--- config.mk ---
export PLATFORM = sky130hd
export DESIGN_NAME = apb_bus_master
export DESIGN_NICKNAME = d
export VERILOG_FILES = /design/src/rtl/apb_bus_master.sv
export SDC_FILE = /design/constraint.sdc
export NUM_CORES = 1
export LEC_CHECK = 0
export BUFFER_PORTS_ARGS = -buffer_cell sky130_fd_sc_hd__buf_4
export CAP_MARGIN = 30
export CORE_AREA = 2 2 121 123
export DETAILED_ROUTE_END_ITERATION = 12
export DIE_AREA = 0 0 123 125
export PLACE_DENSITY = 0.73
export SLEW_MARGIN = 20
export SYNTH_ARGS = -nofsm -noshare
export SYNTH_HDL_FRONTEND = slang
export SYNTH_SLANG_ARGS = --single-unit
--- constraint.sdc ---
create_clock -name clk -period 2.61 [get_ports clk]
set_input_delay 0.261 -clock clk [delete_from_list [all_inputs] [get_ports clk]]
set_output_delay 0.261 -clock clk [all_outputs]
set_load 0.05 [all_outputs]
--- src/rtl/apb_bus_master.sv ---
`default_nettype none
// ============================================================================
// Module  : apb_bus_master
// Purpose : Bridges the CPU data-bus port onto an APB3 bus with region decode,
//           wait-state timeout and bus-error reporting.
// Revision: 1.0 - initial release
// ============================================================================
module apb_bus_master #(
  parameter int          NUM_SLV     = 4,
  parameter logic [31:0] BASE_ADDR   = 32'h1000_0000,
  parameter int          REGION_BITS = 12,
  parameter int          TIMEOUT     = 255
) (
  input  logic                  clk,
  input  logic                  reset,
  input  logic                  transfer,
  input  logic                  busWe,
  input  logic [31:0]           busAddr,
  input  logic [31:0]           busWData,
  input  logic [3:0]            Byte_Enable,
  output logic [31:0]           busRData,
  output logic                  ready,
  output logic                  error,
  output logic [31:0]           PADDR,
  output logic                  PWRITE,
  output logic [31:0]           PWDATA,
  output logic [3:0]            PSTRB,
  output logic                  PENABLE,
  output logic [NUM_SLV-1:0]    PSEL,
  input  logic [NUM_SLV*32-1:0] PRDATA,
  input  logic [NUM_SLV-1:0]    PREADY,
  input  logic [NUM_SLV-1:0]    PSLVERR
);

  localparam int         c_IDX_W    = (NUM_SLV > 1) ? $clog2(NUM_SLV) : 1;
  localparam logic [7:0] c_TMO_LAST = 8'(TIMEOUT - 1);

  typedef enum logic [1:0] {
    S_IDLE   = 2'd0,
    S_SETUP  = 2'd1,
    S_ACCESS = 2'd2,
    S_DONE   = 2'd3
  } state_t;

  state_t               r_state;
  state_t               w_next;

  logic [31:0]          r_addr;
  logic [31:0]          r_wdata;
  logic [31:0]          r_rdata;
  logic [3:0]           r_strb;
  logic                 r_we;
  logic                 r_err;
  logic [c_IDX_W-1:0]   r_idx;
  logic [7:0]           r_wcnt;

  logic [31:0]          w_off;
  logic                 w_hit;
  logic [c_IDX_W-1:0]   w_idx;
  logic [31:0]          w_sel_rdata;
  logic                 w_sel_ready;
  logic                 w_sel_err;
  logic [NUM_SLV-1:0]   w_onehot;

  // Below-base addresses wrap to huge offsets, so both bounds are tested explicitly
  assign w_off = busAddr - BASE_ADDR;
  assign w_hit = (busAddr >= BASE_ADDR) && ((w_off >> REGION_BITS) < 32'(NUM_SLV));
  assign w_idx = w_off[REGION_BITS +: c_IDX_W];

  always_comb begin
    w_sel_rdata = '0;
    w_sel_ready = 1'b0;
    w_sel_err   = 1'b0;
    w_onehot    = '0;
    for (int i = 0; i < NUM_SLV; i++) begin
      if (r_idx == c_IDX_W'(i)) begin
        w_sel_rdata = PRDATA[32*i +: 32];
        w_sel_ready = PREADY[i];
        w_sel_err   = PSLVERR[i];
        w_onehot[i] = 1'b1;
      end
    end
  end

  always_ff @(posedge clk or negedge reset) begin
    if (!reset) r_state <= S_IDLE;
    else        r_state <= w_next;
  end

  always_comb begin
    w_next = r_state;
    case (r_state)
      S_IDLE:   if (transfer) w_next = w_hit ? S_SETUP : S_DONE;
      S_SETUP:  w_next = S_ACCESS;
      S_ACCESS: if (w_sel_ready || (r_wcnt == c_TMO_LAST)) w_next = S_DONE;
      S_DONE:   w_next = S_IDLE;
      default:  w_next = S_IDLE;
    endcase
  end

  always_ff @(posedge clk or negedge reset) begin
    if (!reset) begin
      r_addr  <= '0;
      r_wdata <= '0;
      r_rdata <= '0;
      r_strb  <= '0;
      r_we    <= 1'b0;
      r_err   <= 1'b0;
      r_idx   <= '0;
      r_wcnt  <= '0;
    end else begin
      case (r_state)
        S_IDLE: begin
          if (transfer) begin
            r_addr  <= busAddr;
            r_we    <= busWe;
            r_wdata <= busWData;
            r_strb  <= busWe ? Byte_Enable : 4'b0000;
            r_idx   <= w_idx;
            r_err   <= !w_hit;
            r_wcnt  <= '0;
          end
        end
        S_ACCESS: begin
          r_wcnt <= r_wcnt + 8'd1;
          if (w_sel_ready) begin
            r_err <= w_sel_err;
            if (!r_we) r_rdata <= w_sel_rdata;
          end else if (r_wcnt == c_TMO_LAST) begin
            r_err <= 1'b1;
            if (!r_we) r_rdata <= '0;
          end
        end
        S_DONE:  r_err <= 1'b0;
        default: ;
      endcase
    end
  end

  assign PSEL     = ((r_state == S_SETUP) || (r_state == S_ACCESS)) ? w_onehot : '0;
  assign PENABLE  = (r_state == S_ACCESS);
  assign PADDR    = r_addr;
  assign PWRITE   = r_we;
  assign PWDATA   = r_wdata;
  assign PSTRB    = r_strb;
  assign ready    = (r_state == S_DONE);
  assign error    = r_err;
  assign busRData = r_rdata;

endmodule
`default_nettype wire

==> results.toml <==
[synth]
synthArstFlopShare_pct = 100
synth.most_common_cell = "dfrtp_1"
yosys-top-cells-area = "dfrtp_1 (51%), mux2_1 (13%), mux4_2 (13%)"
synth_top_area_share_pct = 50.5
synth_edf_count = 0
yosysWarnings = 0
synth_top_area_cell = "dfrtp_1"
syn_area_mm2 = 0.00555
yosysSeqAreaShare_pct = 50.5
synth.net_count = 629
avgSynthCellArea_um2 = 13.4
synth_cells = 415
ys_types = 41
synth_ff_type = "dfrtp_1"
synth_seq_cells = 112
netlist_top_cells_count = "dfrtp_1 (112), mux2_1 (66), nand2_1 (48)"

[sta]
slew_headroom_pct = 54.2
holdWs_ps = 123
finalSetupViolations = 0
report.final.hold_viol_count = 0
setup_tns_ps = 0
fin_skew_ps = 7.90
setup_ws_ps = 621
rsz0062_at_grt = "false"
post-route-period-util_pct = 76.2
period_needed_ps = 1990
tightest_slew_ps = 687
slew_viol_final = 0
max_freq_mhz = 503

[clock_network]
clock_latency_ps = 350
postCtsResizedCells = 0
cts_setup_buffers = 0
cts_buffers = 9
ctsHoldBuffers = 1
cts-root-buf = "clkbuf_16"
cts_tree = "built"
cts_buffer_depth = 2
cts_sinks = 112
clk_pin_slew_ps = 80
htree_levels = 3

[setup_path]
max_stage_delay_ps = 550
critical_path.max_fanout = 40
start_kind = "flip-flop"
crit_chain = "buf_4 > and3_1 > buf_4"
critPathMostFrequentCell = "buf_4"
cp-end-kind = "output port"
required_ps = 2350
worstPathArrival_ps = 1730
slowest_stage = "buf_4"
rrSetupSlack_ps = 640
critPathKind = "reg2out"

[placement]
hpwl_mm = 12.5
dp_worst_setup_slack_ps = 645
place.gp.congestion = 0.775
io_buffer_count = 315
postPlaceCellArea_mm2 = 0.00810

[status]
status = "finished clean"

[die]
dieArea_mm2 = 0.0154
die_x_um = 123
num_rows = 44
initial_core_util_pct = 39.0
ios = 316
core-area_mm2 = 0.0142
die_h_um = 125

[detailed_routing]
drc = 0
wl_per_cell_um = 17.5
ant_nets = 0
drtIter0Drc = 197
via_per_inst = 4.95
drt-total-wl_mm = 16.0
num_vias = 4518
drtPass1Iterations = 4

[finish]
stdcell_area_mm2 = 0.00840
area_growth_pct = 51.4
final_util_pct = 59.1
drive_gt1_share_pct = 52.3
nNetsFinal = 938
insertedDiodeCount = 0

[power_and_ir_drop]
intPower_mw = 5.80
power_frac_clock_pct = 11.6
power.leakage_nw = 4.10
switching_share_pct = 49.9
pwr-share-seq_pct = 26.3
combinationalPowerShare_pct = 62.2
p_per_area_mw_per_mm2 = 1380
peakVddDrop_v = 0.000885
power_switching_mw = 5.77

[grt]
grt_use_total_pct = 20.6
antenna_found_initial = 0
grt_pass1_vias = 4798
grt_overflow = 0
grt_pass1_wl_mm = 24.6
grt_max_degree = 53

[min_path]
min_path_type = "in2reg"

[flow_run]
drv_cap = 0
-- state kept, by name, indices dropped and copies added (netlist names) --
name,count
PSTRB,4
PADDR,32
busRData,32
PWRITE,1
r_wcnt,8
error,1
PWDATA,32
r_state,2
-- layout by cell type, fill, tap and decap left out, types with 3 or more instances in the layout --
cell type and count:
nand2_1 47, mux2_1 66, mux2i_1 36, buf_12 3
inv_1 37, o21ai_1 5, xnor2_1 3, buf_4 319
dfrtp_1 111, clkbuf_16 9, and3_1 4, mux4_2 33
ha_1 6, nor4_1 4, nor2_1 9, inv_6 4
-- power by group through the flow --
stage / Combinational, mW / Clock, mW / Sequential (mW)
3_5_place_dp: 7.25 / 0 / 3.07
6_report: 7.20 / 1.34 / 3.04
2_1_floorplan: 2.45 / 0 / 5.65
5_1_grt: 7.58 / 1.46 / 3.15
4_1_cts: 7.27 / 1.39 / 3.05
3_3_place_gp: 7.15 / 0 / 3.03
-- kinds of logic after synthesis --
group	Yosys count	share of synthesized area [%]
XOR/XNOR	5	0.790
flip-flops	112	50.5
adder cells (fa/ha/maj)	6	1.35
AND/OR/NAND/NOR	77	6.52
multiplexers	137	33.7
buffers and inverters	63	5.08
AO/OA/AOI/OAI	15	2.01
-- final cells by class --
class	count	area, um^2
Tap cell	184	230
Timing Repair Buffer	323	2460
Fill cell	1205	5810
Clock inverter	6	48.8
Sequential cell	112	2800
Clock buffer	10	239
Inverter	38	143
Multi-Input combinational cell	240	2470
-- per-stage QoR --
stage | power (mW) | std cells
5_1_grt | 12.2 | 913
2_1_floorplan | 8.11 | 415
3_5_place_dp | 10.3 | 896
4_1_cts | 11.7 | 913
6_report | 11.6 | 913
3_3_place_gp | 10.2 | 896
-- path summary, 6_finish.rpt --
path	end	from	cells past startpoint
setup / recovery	PSEL[3]	PADDR[12]	3
hold / removal	PWDATA[1]	busWData[1]	2
setup reg to reg	PADDR[16]	r_state[0]	5
hold reg to reg	PSTRB[3]	PSTRB[3]	2
max in group asynchronous	busRData[23]	reset	3
min in group asynchronous	PWDATA[31]	reset	2
-- metal layers --
layer,wire [um],GRT usage [%],part of all wire (%)
met1,5790,23.9,36
met2,8140,35.5,51
met3,1550,5.52,9.7
met4,513,9.09,3.2
met5,0,0,0
-- worst max-delay path: cells and delay by family (launching register included) --
kind / cells / cell delay (ps)
buffers and inverters: 2 / 740
DFF: 1 / 370
and+or+nand+nor: 1 / 260
(Power assumes the default switching activity.)
